$ cat config.mk
export PLATFORM = sky130hd
export DESIGN_NAME = btn_matrix_scanner_flat
export DESIGN_NICKNAME = d
export VERILOG_FILES = /design/src/rtl/btn_matrix_scanner_pkg.sv /design/src/rtl/btn_matrix_scanner_if.sv /design/src/rtl/btn_matrix_scanner_debounce.sv /design/src/rtl/btn_matrix_scanner.sv /design/src/flat_wrapper.sv
export SDC_FILE = /design/constraint.sdc
export NUM_CORES = 1
export LEC_CHECK = 0
export ABC_CLOCK_PERIOD_IN_PS = 8000
export CELL_PAD_IN_SITES_DETAIL_PLACEMENT = 0
export CELL_PAD_IN_SITES_GLOBAL_PLACEMENT = 1
export CORE_UTILIZATION = 36
export DETAILED_ROUTE_END_ITERATION = 16
export GPL_TIMING_DRIVEN = 0
export PLACE_DENSITY_LB_ADDON = 0.1
export SKIP_CTS_REPAIR_TIMING = 1
export SLEW_MARGIN = 10
export SYNTH_ARGS = -nofsm -noshare
export SYNTH_HDL_FRONTEND = slang
export SYNTH_HIERARCHICAL = 1
export SYNTH_SLANG_ARGS = --single-unit
$ cat constraint.sdc
create_clock -name clk -period 8 [get_ports clk]
set_input_delay 1.6 -clock clk [delete_from_list [all_inputs] [get_ports clk]]
set_output_delay 1.6 -clock clk [all_outputs]
set_load 0.03 [all_outputs]
$ cat src/rtl/btn_matrix_scanner_pkg.sv
// Shared definitions for the button matrix scanner.
// Holds the matrix geometry, the column sequencer state encoding and the
// key index helper used by the scanner and its testbench.
package btn_matrix_pkg;

  localparam int N_ROWS = 5;
  localparam int N_COLS = 4;
  localparam int N_KEYS = N_ROWS * N_COLS;

  // IDLE: no column driven (scan_en low); DWELL: a column is driven and dwelling
  typedef enum logic [0:0] {
    ST_IDLE  = 1'b0,
    ST_DWELL = 1'b1
  } scan_state_e;

  // Key index from matrix position: row-major, N_COLS keys per row
  function automatic int key_idx(input int row, input int col);
    return row * N_COLS + col;
  endfunction

endpackage

$ cat src/rtl/btn_matrix_scanner_if.sv
// Game-logic side of the button matrix scanner.
// Signals:
//   scan_en   - 1 = scanning runs, 0 = matrix idle
//   keys      - debounced key bitmap, 1 = pressed, index = row*4 + col
//   key_down  - 1-cycle pulse per key on debounced press
//   key_up    - 1-cycle pulse per key on debounced release
//   scan_done - 1-cycle pulse when a frame's debounce update is applied
// master = scanner, slave = game logic.
interface btn_matrix_scanner_if;
  import btn_matrix_pkg::*;

  logic              scan_en;
  logic [N_KEYS-1:0] keys;
  logic [N_KEYS-1:0] key_down;
  logic [N_KEYS-1:0] key_up;
  logic              scan_done;

  modport master (input scan_en, output keys, output key_down, output key_up, output scan_done);
  modport slave  (output scan_en, input keys, input key_down, input key_up, input scan_done);

endinterface

$ cat src/rtl/btn_matrix_scanner_debounce.sv
// Per-key frame debouncer.
// Ports:
//   clk, rst   - clock, asynchronous active-high reset
//   raw        - key value captured in the most recent complete frame
//   frame_rdy  - high for one cycle when a complete frame is available
//   state      - debounced key state, 1 = pressed
//   down / up  - 1-cycle pulses on debounced 0->1 / 1->0
// The state flips only after DEBOUNCE_SCANS consecutive frames disagree with it.
module matrix_key_debounce #(
  parameter int DEBOUNCE_SCANS = 4
) (
  input  logic clk,
  input  logic rst,
  input  logic raw,
  input  logic frame_rdy,
  output logic state,
  output logic down,
  output logic up
);

  localparam int CNT_W = (DEBOUNCE_SCANS < 1) ? 1 : $clog2(DEBOUNCE_SCANS + 1);
  localparam logic [CNT_W-1:0] CNT_LAST = CNT_W'(DEBOUNCE_SCANS - 1);

  logic [CNT_W-1:0] cnt_r;
  logic [CNT_W-1:0] cnt_nxt_s;
  logic             state_r;
  logic             state_nxt_s;
  logic             down_r;
  logic             down_nxt_s;
  logic             up_r;
  logic             up_nxt_s;

  // Frame update: count disagreeing frames, flip and pulse on the last one
  always_comb begin
    cnt_nxt_s   = cnt_r;
    state_nxt_s = state_r;
    down_nxt_s  = 1'b0;
    up_nxt_s    = 1'b0;
    if (frame_rdy) begin
      if (raw != state_r) begin
        // cnt_r == CNT_LAST means this frame brings the count to DEBOUNCE_SCANS
        if (cnt_r == CNT_LAST) begin
          state_nxt_s = raw;
          cnt_nxt_s   = '0;
          down_nxt_s  = raw;
          up_nxt_s    = ~raw;
        end else begin
          cnt_nxt_s = cnt_r + CNT_W'(1);
        end
      end else begin
        cnt_nxt_s = '0;
      end
    end else begin
      cnt_nxt_s = cnt_r;
    end
  end

  // Debounce state, counter and pulse registers
  always_ff @(posedge clk or posedge rst) begin
    if (rst) begin
      cnt_r   <= '0;
      state_r <= 1'b0;
      down_r  <= 1'b0;
      up_r    <= 1'b0;
    end else begin
      cnt_r   <= cnt_nxt_s;
      state_r <= state_nxt_s;
      down_r  <= down_nxt_s;
      up_r    <= up_nxt_s;
    end
  end

  assign state = state_r;
  assign down  = down_r;
  assign up    = up_r;

endmodule

$ cat src/rtl/btn_matrix_scanner.sv
// Scan controller for the 5-row x 4-column button matrix.
// Ports:
//   clk, rst     - clock, asynchronous active-high reset
//   row_sense_n  - raw pulled-up row lines, 0 = key closed on driven column
//   col_drive_n  - active-low one-hot column drive, 4'b1111 = none driven
//   bus          - game-logic side (scan_en, keys, key_down, key_up, scan_done)
// Each column is driven for SCAN_DIV cycles; rows are sampled on the last
// dwell cycle. After column 3 the complete frame feeds 20 debouncers.
module btn_matrix_scanner
  import btn_matrix_pkg::*;
#(
  parameter int SCAN_DIV       = 5000,
  parameter int DEBOUNCE_SCANS = 4
) (
  input  logic                clk,
  input  logic                rst,
  input  logic [N_ROWS-1:0]   row_sense_n,
  output logic [N_COLS-1:0]   col_drive_n,
  btn_matrix_scanner_if.master bus
);

  localparam int D_W = $clog2(SCAN_DIV);
  localparam int C_W = $clog2(N_COLS);
  localparam logic [D_W-1:0] D_LAST = D_W'(SCAN_DIV - 1);
  localparam logic [C_W-1:0] C_LAST = C_W'(N_COLS - 1);

  logic [N_ROWS-1:0] sync1_r;
  logic [N_ROWS-1:0] row_s_r;
  scan_state_e       state_r;
  scan_state_e       state_nxt_s;
  logic [D_W-1:0]    d_r;
  logic [D_W-1:0]    d_nxt_s;
  logic [C_W-1:0]    c_r;
  logic [C_W-1:0]    c_nxt_s;
  logic [N_COLS-1:0] col_drive_n_r;
  logic [N_COLS-1:0] col_drive_nxt_s;
  logic [N_KEYS-1:0] raw_r;
  logic [N_KEYS-1:0] raw_nxt_s;
  logic              frame_rdy_r;
  logic              frame_rdy_nxt_s;
  logic              scan_done_r;
  logic              sample_s;
  logic [N_KEYS-1:0] keys_s;
  logic [N_KEYS-1:0] key_down_s;
  logic [N_KEYS-1:0] key_up_s;

  // Two-flop synchroniser for the asynchronous row lines
  always_ff @(posedge clk or posedge rst) begin
    if (rst) begin
      sync1_r <= '1;
      row_s_r <= '1;
    end else begin
      sync1_r <= row_sense_n;
      row_s_r <= sync1_r;
    end
  end

  // Sequencer state register plus registered column drive, raw frame and frame flag
  always_ff @(posedge clk or posedge rst) begin
    if (rst) begin
      state_r       <= ST_DWELL;
      d_r           <= '0;
      c_r           <= '0;
      col_drive_n_r <= 4'b1110;
      raw_r         <= '0;
      frame_rdy_r   <= 1'b0;
      scan_done_r   <= 1'b0;
    end else begin
      state_r       <= state_nxt_s;
      d_r           <= d_nxt_s;
      c_r           <= c_nxt_s;
      col_drive_n_r <= col_drive_nxt_s;
      raw_r         <= raw_nxt_s;
      frame_rdy_r   <= frame_rdy_nxt_s;
      scan_done_r   <= frame_rdy_r;
    end
  end

  // Next-state: dwell counting and column advance; disable parks at column 0, d=0
  always_comb begin
    state_nxt_s = state_r;
    d_nxt_s     = d_r;
    c_nxt_s     = c_r;
    case (state_r)
      ST_IDLE: begin
        d_nxt_s = '0;
        c_nxt_s = '0;
        if (bus.scan_en) begin
          state_nxt_s = ST_DWELL;
        end else begin
          state_nxt_s = ST_IDLE;
        end
      end
      ST_DWELL: begin
        if (!bus.scan_en) begin
          state_nxt_s = ST_IDLE;
          d_nxt_s     = '0;
          c_nxt_s     = '0;
        end else if (d_r == D_LAST) begin
          d_nxt_s = '0;
          c_nxt_s = c_r + C_W'(1);
        end else begin
          d_nxt_s = d_r + D_W'(1);
        end
      end
      default: begin
        state_nxt_s = ST_IDLE;
        d_nxt_s     = '0;
        c_nxt_s     = '0;
      end
    endcase
  end

  // Outputs: column drive for the next state, row sampling, end-of-frame flag
  always_comb begin
    raw_nxt_s       = raw_r;
    frame_rdy_nxt_s = 1'b0;
    sample_s        = (state_r == ST_DWELL) && bus.scan_en && (d_r == D_LAST);
    if (state_nxt_s == ST_DWELL) begin
      col_drive_nxt_s = ~(4'b0001 << c_nxt_s);
    end else begin
      col_drive_nxt_s = 4'b1111;
    end
    if (sample_s) begin
      for (int r = 0; r < N_ROWS; r++) begin
        raw_nxt_s[key_idx(r, int'(c_r))] = ~row_s_r[r];
      end
      frame_rdy_nxt_s = (c_r == C_LAST);
    end else begin
      frame_rdy_nxt_s = 1'b0;
    end
  end

  for (genvar k = 0; k < N_KEYS; k++) begin : g_key
    matrix_key_debounce #(
      .DEBOUNCE_SCANS(DEBOUNCE_SCANS)
    ) u_debounce (
      .clk      (clk),
      .rst      (rst),
      .raw      (raw_r[k]),
      .frame_rdy(frame_rdy_r),
      .state    (keys_s[k]),
      .down     (key_down_s[k]),
      .up       (key_up_s[k])
    );
  end

  assign col_drive_n   = col_drive_n_r;
  assign bus.keys      = keys_s;
  assign bus.key_down  = key_down_s;
  assign bus.key_up    = key_up_s;
  assign bus.scan_done = scan_done_r;

endmodule

$ cat src/flat_wrapper.sv
// flat-port wrapper written by rule: the top's interface ports become plain ports
module btn_matrix_scanner_flat import btn_matrix_pkg::*;
#(
  parameter int SCAN_DIV       = 5000,
  parameter int DEBOUNCE_SCANS = 4
)
  (clk, rst, row_sense_n, col_drive_n, bus_scan_en, bus_keys, bus_key_down, bus_key_up, bus_scan_done);
  btn_matrix_scanner_if bus_i ();
  input  logic clk;
  input  logic rst;
  input  logic [N_ROWS-1:0] row_sense_n;
  output logic [N_COLS-1:0] col_drive_n;
  input wire logic [$bits(bus_i.scan_en)-1:0] bus_scan_en;
  output wire logic [$bits(bus_i.keys)-1:0] bus_keys;
  output wire logic [$bits(bus_i.key_down)-1:0] bus_key_down;
  output wire logic [$bits(bus_i.key_up)-1:0] bus_key_up;
  output wire logic [$bits(bus_i.scan_done)-1:0] bus_scan_done;
  assign bus_i.scan_en = bus_scan_en;
  assign bus_keys = bus_i.keys;
  assign bus_key_down = bus_i.key_down;
  assign bus_key_up = bus_i.key_up;
  assign bus_scan_done = bus_i.scan_done;
  btn_matrix_scanner #(.SCAN_DIV(SCAN_DIV), .DEBOUNCE_SCANS(DEBOUNCE_SCANS)) u_core (.clk(clk), .rst(rst), .row_sense_n(row_sense_n), .col_drive_n(col_drive_n), .bus(bus_i));
endmodule
Word-level counts from Yosys, hierarchy flattened
Cells that the tools add are included.
{ "word_totals": {"output_inout_bits": 65, "input_bits": 8, "wordCells": 406, "ff_bits": 172} }
{ "op_classes": {"muxes": 184, "addsub": 26, "eq_ne": 42, "reduce_logical": 27, "magnitude_cmp": 10, "bitwise": 27, "n_shift": 1} }
{ "op_table": {"columns": ["cell", "n"], "rows": [
  ["greater-or-equal comparator 32 x 1 -> 1 bit, second input constant", 4],
  ["< comparator 32 x 7 -> 1 bit, second input constant", 4],
  ["2-to-1 mux 1 bit", 127],
  ["2-to-1 mux 3 bit", 40],
  ["bitwise mux 20 bit", 5],
  ["adder 3 x 1 -> 3 bit, second input constant", 20],
  ["equality test 3 x 2 -> 1 bit, second input constant", 20],
  ["AND reduction 3 bit", 20],
  ["2-to-1 mux 13 bit", 2],
  ["NOT 1 bit", 26],
  ["one-hot mux 13 bit (2 select lines)", 1],
  ["demux 1 bit (select 5 bit)", 4],
  ["inequality test 1 bit", 20],
  ["adder 13 x 1 -> 13 bit, second input constant", 1],
  ["equality test 13 bit, second input constant", 1],
  ["adder 4 x 2 -> 5 bit, first input constant", 2],
  ["logical AND 1 bit", 7],
  ["adder 5 x 2 -> 6 bit, first input constant", 1],
  ["< comparator 2 x 6 -> 1 bit, second input constant", 1],
  ["adder 3 x 2 -> 4 bit, first input constant", 1],
  ["2-to-1 mux 2 bit", 2],
  ["2-to-1 mux 4 bit", 1],
  ["NOT 4 bit", 1],
  ["one-hot mux 2 bit (2 select lines)", 1],
  ["other kinds (5)", 5]
]} }

Logic depth before layout (Yosys ltp)
Gate-level depths: netlist of the first run.
{ "depth": {"word_depth": 9, "mapped_depth": 6} }

By module
The synthesis of the first run kept the hierarchy.
{ "by_module_without_submodules": {"columns": ["module", "cells_per_inst", "n_inst", "area_per_inst_um2"], "rows": [
  ["matrix_key_debounce", 23, 20, 267.8],
  ["btn_matrix_scanner", 183, 1, 2074.5]
]} }

Worst setup path before layout of the first run
No wires, ideal clock.
{ "synth_path": {"kind": "flip-flop to flip-flop", "from": "register u_core.frame_rdy_r", "to": "register u_core.g_key[0].u_debounce.state_r", "setup_slack_ps": 5248, "stages_incl_launch_ff": 3, "required_ps": 7872, "period_less_slack_ps": 2752, "arrival_time_ps": 2624, "cell_sequence": "dfrtp_1 > nand3b_1 > mux2_1"} }
{ "synth_between": {"elab_chain_cells": 1} }
{ "synth_lines": {"columns": ["item", "line_no", "rtl"], "rows": [
  ["start: declaration", "btn_matrix_scanner.sv:39", "logic frame_rdy_r;"],
  ["start signal: assignment", "btn_matrix_scanner.sv:74", "frame_rdy_r <= frame_rdy_nxt_s;"],
  ["AND reduction 3 bit (no source line)", null, null],
  ["end signal: assignment", "btn_matrix_scanner_debounce.sv:67", "state_r <= state_nxt_s;"],
  ["end: declaration", "btn_matrix_scanner_debounce.sv:26", "logic state_r;"]
]} }
No other way between the ends.
A chain may end at the register's enable or synchronous reset.

Worst setup path after layout of the first run
{ "layout_path": {"from": "register u_core.col_drive_n_r[2], in the netlist u_core/col_drive_n[2]", "to": "output port col_drive_n[2]"} }
{ "layout_rtl": {"columns": ["item", "line_no", "rtl"], "rows": [
  ["start: declaration", "btn_matrix_scanner.sv:35", "logic [N_COLS-1:0] col_drive_n_r;"],
  ["start signal: assignment", "btn_matrix_scanner.sv:72", "col_drive_n_r <= col_drive_nxt_s;"],
  ["end: declaration", "flat_wrapper.sv:12", "output logic [N_COLS-1:0] col_drive_n;"]
]} }
No word-level cell between the ends.

==> results by group, run 1 <==
Cells and area
  • Share of cells above drive strength 1: 8.14%
  • Final design utilization: ~45%
  • Final non-filler cell total: 1019
  • Fin nets: approximately 770
  • Area growth syn-to-layout: 23.2%
  • Layout fillers: 1866
  • Diode count: 0
  • Design area: 0.00915 mm2

Timing
  • Clk_skew: 0.0105 ns
  • RSZ-0062 raised after global routing: false
  • Fmax: 310 MHz
  • Final TNS setup: 0 ns
  • Actual slew at the worst max-slew pin: 0.592 ns
  • Fin crit period: 3.23 ns
  • Fin. max-slew vios: 0
  • Setup violators final: 0
  • Worst slew margin relative to its limit: 60.5%
  • Fin crit share: 40.4%
  • Setup WS post-layout: 4.77 ns
  • Final hold vios: 0

Critical path
  • Crit path required time: 6.40 ns
  • CP endpoint kind: output port
  • Slowest cell delay on critical path: 0.70 ns
  • Crit Path Category: flip-flop to output port
  • Crit path DAT: 1.63 ns
  • Slowest CP cell: clkdlybuf4s50_1
  • Critical path buffer and inverter count: 1
  • Cell Chain, Critical Path: clkdlybuf4s50_1
  • CP Max Fanout: 1
  • Delay-heaviest family, CP: buffers and inverters
  • Startpoint types: flip-flop

Placed design
  • Global placer's final weighted congestion: 0.734
  • Cell Area, Placed: 0.00853 mm2
  • Placed cells: 987
  • Input/output buffers: a little over 70
  • Dpl ws: 4.25 ns
  • Detailed Place HPWL: 10.6 mm

Floorplan
  • Initial Util: 36.7%
  • # IOs: 73
  • Core Box Area: 0.0202 mm2
  • Row count: between 50 and 60
  • DIE AREA: 0.0212 mm2
  • Die Y: 146 um
  • Die X: 146 um

GRT
  • First-pass GRT wire length: 25.3 mm
  • Largest net degree at the start of global routing: 67
  • Grt total ovfl: 0
  • Initial antenna violation count: 0
  • Vias in the first global route: 5015
  • GRT Total Usage: 15.1%

Route
  • Vias: 4940
  • Wire per inst: 14.7 um
  • Via density: 4.85
  • Residual DRC: 0
  • Routed Wire Length: 14.9 mm
  • Antenna-violating nets left: 0
  • DRT iter0 DRCs: 230
  • Drt pass-1 iters: 4

Power
  • Pleak: 0.00387 uW
  • VDD IR max: between 0.0001 and 0.00015 V
  • Power Density: 193 mW/mm2

Yosys
  • Seq/Total Area, Yosys: 58.2%
  • YS warnings: 6
  • Mapped Cells: approximately 640
  • Synthesized cell area: 0.00743 mm2
  • Mean post-synth cell area: 11.6 um2
  • Net count after synthesis: 676
  • Synth Register Bits: 172
  • Post-synth top area share: 53.2%
  • Most area-hungry cell type in the Yosys netlist: dfrtp_1
  • Largest cells by area after synthesis: dfrtp_1 (53%), nand2b_1 (5.1%), dfstp_2 (5.0%), ha_1 (4.2%), nor3b_1 (4.0%)
  • Synth cell types: 33

Clock tree
  • Clk_lat worst skew: 0.42 ns
  • CTS buffer count: 17
  • H-tree levels: 4
  • Longest Clk Path Bufs: 2
  • Root Buffer: clkbuf_16
  • Clock slew at reported path FFs: 0.06 ns
  • Clock sinks: approximately 170
  • CTS tree: done

Run
  • Maxcap violations: 0

Run status
  • Status: finished, final reports clean

Min path
  • Worst min path class: flip-flop to flip-flop
-- flip-flops by register name, indices dropped and copies added, names as in the netlist, 4 cells and up --
register                       cells
u_core/sync1_r                     5
u_core/g_key.u_debounce/up        20
u_core/col_drive_n                 4
u_core/g_key.u_debounce/state     20
u_core/row_s_r                     5
u_core/g_key.u_debounce/cnt_r     60
u_core/g_key.u_debounce/down      20
u_core/raw_r                      20
u_core/d_r                        13
-- synth_stat cells --
library cell and number:
dfrtp_1 158, inv_1 70, nand2b_1 60, nor3b_1 40
xnor2_1 31, nand2_1 26, ha_1 25, o21ai_1 22
nor2_1 21, o31ai_1 21, mux2_1 20, nand3b_1 20
nor2b_1 20, o21ai_0 20, o22ai_1 20, o32ai_1 20
dfstp_2 14, nand3_1 6, nor3_1 5, buf_2 4
nand2_2 4, and3_1 3, a32oi_1 2, nand4_1 2
a21oi_1 1, and2_1 1, and4_1 1, and4_2 1
and4bb_2 1, nand4_2 1, nor4_1 1, nor4_4 1
xor2_1 1
-- worst reg2reg max path, cell delays in order, from the launching register on --
cell and delay [ns]:
dfrtp_4 0.77, buf_12 0.34, nand3b_1 0.20, mux2_1 0.34
-- stage by stage --
| step | power (uW) | hold slack [ns] |
|---|---|---|
| finish | 1770 | 0.354 |
| global route | 1830 | 0.356 |
| CTS | 1800 | 0.355 |
| detailed placement | 926 | 0.347 |
| global placement | 923 | 0.347 |
| floorplan | 910 | 0.345 |
-- report_power, final --
part	internal (uW)	leakage (uW)	total, uW	switching (uW)
sequential	876	0.00235	879	3.56
combinational	5.72	0.00122	28.5	22.8
clock	526	0.000296	860	334
-- metal layers --
| layer | global-route usage (%) | vias up | share of wire [%] |
|---|---|---|---|
| li1 | - | 2399 | - |
| met1 | 19.8 | 2467 | 48 |
| met2 | 24.7 | 62 | 49 |
| met3 | 3.48 | 12 | 2.2 |
| met4 | 4.89 | 0 | 0.86 |
| met5 | 0 | - | 0 |
-- kinds of logic (layout without fill, tap and decap cells) --
| kind of cell | count (synthesis) | in the layout | synth area share, % |
|---|---|---|---|
| xor+xnor | 32 | 32 | 3.77 |
| simple gates | 214 | 214 | 17.7 |
| buf+inv | 74 | 180 | 3.81 |
| compound gates | 106 | 106 | 9.30 |
| fa+ha+maj | 25 | 25 | 4.21 |
| flops | 172 | 172 | 58.2 |
| mux | 20 | 20 | 3.03 |
-- cell type report --
| type | count | area [um2] | area share [%] |
|---|---|---|---|
| buffer | 4 | 20.0 | 0.219 |
| tap | 270 | 338 | 3.69 |
| clock inverter | 9 | 135 | 1.48 |
| timing repair buffer | 74 | 756 | 8.26 |
| inverter | 70 | 263 | 2.87 |
| clock buffer | 23 | 488 | 5.33 |
| sequential | 172 | 4330 | 47.3 |
| multi-input combinational | 397 | 2830 | 30.9 |
-- final timing paths --
kind	start	end	slack, ns	cells after the start
max	u_core/col_drive_n[2]	col_drive_n[2]	4.77	1
min	u_core/sync1_r[4]	u_core/row_s_r[4]	0.35	0
max reg2reg	u_core/frame_rdy_r	u_core/g_key[12].u_debounce/state	6.23	3
min reg2reg	u_core/sync1_r[4]	u_core/row_s_r[4]	0.35	0
max in group asynchronous	rst	u_core/col_drive_n[2]	5.86	3
min in group asynchronous	rst	u_core/g_key[8].u_debounce/down	1.39	2
-- layout by cell type (no fill, tap or decap), types with 2 or more instances in the layout --
cell and instances:
and3_1 3, inv_1 69, nand4_1 2, dfrtp_1 157
o32ai_1 20, clkdlybuf4s50_1 71, nor3b_1 40, ha_1 25
dfstp_2 14, o31ai_1 21, nand3_1 6, buf_2 5
nor3_1 5, clkbuf_16 17, xnor2_1 31, nand3b_1 20
a32oi_1 2, nand2b_1 60, nor2_1 21, nand2_1 26
clkinvlp_4 3, o21ai_1 22, nand2_2 4, buf_12 2
clkbuf_8 4, o22ai_1 20, o21ai_0 20, mux2_1 20
bufinv_16 3, clkinv_4 2, nor2b_1 20, clkbuf_1 2
Power figures use the tool's default switching activity.
==> run 2: changes to the inputs <==
ABC_CLOCK_PERIOD_IN_PS = 3240   (was 8000)
clock period = 3.24 ns   (was 8 ns; I/O delays follow)
==> results of run 2 <==
Same layout as run 1 (identical final DEF). Status: finished, final reports clean.
Main changes from that run: setup slack after placement 4.25 ns -> 0.441 ns; setup slack after layout 4.77 ns -> 0.961 ns; register-to-register setup slack 6.23 ns -> 1.47 ns; total power 1770 uW -> 4360 uW; worst IR drop on VDD 0.000130 V -> 0.000321 V
==> run 3: changes to the inputs <==
ABC_CLOCK_PERIOD_IN_PS = 2080   (was 3240)
clock period = 2.08 ns   (was 3.24 ns; I/O delays follow)
==> results by group, run 3 (synthesis results as in run 1) <==
Run status
  • Status: finished, final reports clean (unchanged)

Cells and area
  • Most frequent cells in the layout: dfrtp_1 (157), clkdlybuf4s50_1 (72), inv_1 (69) (was dfrtp_1 (157), clkdlybuf4s50_1 (71), inv_1 (69))
  • Diode count: 0 (unchanged)
  • Top reg by flops: u_core/g_key.u_debounce/cnt_r (unchanged)
  • Share of cells above drive strength 1: 8.14% (unchanged)
  • Max reg flops: 60 (unchanged)
  • Final design utilization: 45.3% (was 45.2%)
  • Fin nets: 769 (unchanged)
  • Commonest non-fill, non-tap cell in the layout: dfrtp_1 (unchanged)
  • Area growth syn-to-layout: 23.3% (was 23.2%)

Timing
  • Final hold vios: 0 (unchanged)
  • Fin crit period: 2.03 ns
  • Setup WS post-layout: 0.0542 ns (was 0.961 ns)
  • Fin. max-slew vios: 0 (unchanged)
  • RSZ-0062 raised after global routing: false (unchanged)
  • Fmax: ~500 MHz
  • Clk_skew: 0.00977 ns (was 0.0105 ns)
  • Actual slew at the worst max-slew pin: 1.19 ns (was 0.592 ns)
  • Final TNS setup: 0 ns (unchanged)
  • Setup violators final: 0 (unchanged)
  • Fin crit share: 97.4%
  • Worst slew margin relative to its limit: 20.1% (was 60.5%)

Clock tree
  • Clk_lat worst skew: 0.43 ns (was 0.42 ns)
  • Longest Clk Path Bufs: 2 (unchanged)
  • CTS tree: done (unchanged)
  • Clock slew at reported path FFs: 0.07 ns (was 0.06 ns)
  • H-tree levels: 4 (unchanged)
  • Root Buffer: clkbuf_16 (unchanged)
  • CTS buffer count: 17 (unchanged)
  • Clock sinks: 172 (unchanged)

GRT
  • Initial antenna violation count: 0 (unchanged)
  • Grt total ovfl: 0 (unchanged)
  • GRT Total Usage: 14.8% (was 15.1%)
  • First-pass GRT wire length: 24.9 mm (was 25.3 mm)
  • Vias in the first global route: 4960 (was 5015)
  • Largest net degree at the start of global routing: 86 (was 67)

Min path
  • HP Start: u_core/sync1_r[4] (unchanged)
  • Worst Hold Path EP: u_core/row_s_r[4] (unchanged)
  • Worst min path class: flip-flop to flip-flop (unchanged)
  • Worst hold path depth: 0 (unchanged)

Route
  • Vias: 4884 (was 4940)
  • Wire per inst: 14.5 um (was 14.7 um)
  • Drt pass-1 iters: 5 (was 4)
  • Via density: 4.79 (was 4.85)
  • Residual DRC: 0 (unchanged)
  • Routed Wire Length: 14.7 mm (was 14.9 mm)
  • DRT iter0 DRCs: 175 (was 230)
  • Antenna-violating nets left: 0 (unchanged)

Power
  • Internal: 5360 uW (was 3470 uW)
  • Power Density: 740 mW/mm2 (was 477 mW/mm2)
  • Pleak: 0.00386 uW (was 0.00387 uW)
  • Reg power frac: 49.9% (was 49.7%)
  • Final Power: 6780 uW (was 4360 uW)
  • Clk pwr share: 48.5% (was 48.6%)
  • Switching Fraction: 21.0% (was 20.4%)
  • Gate power share: 1.7% (was 1.6%)
  • NetSw: 1420 uW (was 890 uW)
  • VDD IR max: 0.000502 V (was 0.000321 V)

Critical path
  • R2R Path Start: u_core/d_r[5] (was u_core/frame_rdy_r)
  • Crit Path Category: flip-flop to output port (unchanged)
  • Slowest CP cell: clkdlybuf4s50_1 (unchanged)
  • Reg2Reg Capture Point: u_core/raw_r[5] (was u_core/g_key[12].u_debounce/state)
  • R2r setup slk: 0.35 ns (was 1.47 ns)
  • Critical path buffer and inverter count: 1 (unchanged)
  • Slowest cell delay on critical path: 0.66 ns (was 0.70 ns)
  • Cell Chain, Critical Path: clkdlybuf4s50_1 (unchanged)
  • CP endpoint kind: output port (unchanged)
  • Reg2reg path depth: 5 (was 3)
  • Startpoint types: flip-flop (unchanged)
  • Crit path DAT: 1.61 ns (was 1.63 ns)
  • Delay-heaviest family, CP: buffers and inverters (unchanged)
  • CP Max Fanout: 1 (unchanged)
  • Crit path required time: 1.66 ns (was 2.59 ns)

Placed design
  • Global placer's final weighted congestion: 0.724 (was 0.734)
  • Input/output buffers: 72 (unchanged)
  • Dpl ws: -0.466 ns (was 0.441 ns)
  • Detailed Place HPWL: 10.5 mm (was 10.6 mm)

Run
  • Maxcap violations: 0 (unchanged)

Floorplan
  • # IOs: 73 (unchanged)
  • Die X: 146 um (unchanged)
  • DIE AREA: 0.0212 mm2 (unchanged)
  • Core Box Area: 0.0202 mm2 (unchanged)
  • Initial Util: 36.7% (unchanged)
  • Row count: 52 (unchanged)
  • Die Y: 146 um (unchanged)
run 3: how the worst max path moves through the flow:
stage | cells after the start | endpoint | from | slack, ns
global placement | 2 | u_core/frame_rdy_r | rst | -1.71
floorplan | 2 | u_core/g_key[0].u_debounce/state | u_core/frame_rdy_r | 0.15
finish | 1 | col_drive_n[2] | u_core/col_drive_n[2] | 0.05
detailed placement | 3 | u_core/col_drive_n[2] | rst | -0.47
CTS | 3 | u_core/sync1_r[3] | rst | 0.001
global route | 1 | col_drive_n[3] | u_core/col_drive_n[3] | 0.005
run 3: area by class of cell:
type	count	area, um2
plain buffers	4	20.0
clock buffers	20	457
clock inverters	12	163
fillers	1838	11100
inverters	70	265
multi-input cells	397	2830
flip-flops and latches	172	4330
well taps	270	338
repair buffers	74	768
run 3: power groups by stage:
stage	Combinational (uW)	Clock (uW)	Sequential [uW]
5_1_grt	132	3530	3380
2_1_floorplan	60.6	0	3440
4_1_cts	119	3400	3380
3_5_place_dp	118	0	3440
3_3_place_gp	108	0	3440
6_report	113	3290	3380
run 3: per-stage QoR:
stage	instances	cell area (um2)	hold slack, ns
floorplan	643	7430	0.207
global placement	985	8490	0.347
detailed placement	987	8540	0.348
CTS	1019	9160	0.357
global route	1019	9160	0.365
finish	1019	9160	0.358
run 3: layer usage:
layer / part of all wire, % / vias to the layer above / global-route usage, %
met5: 0 / - / 0
met4: 1.1 / 0 / 4.26
met3: 2.7 / 13 / 3.89
met2: 49 / 51 / 24.7
met1: 47 / 2421 / 19.0
li1: - / 2399 / -
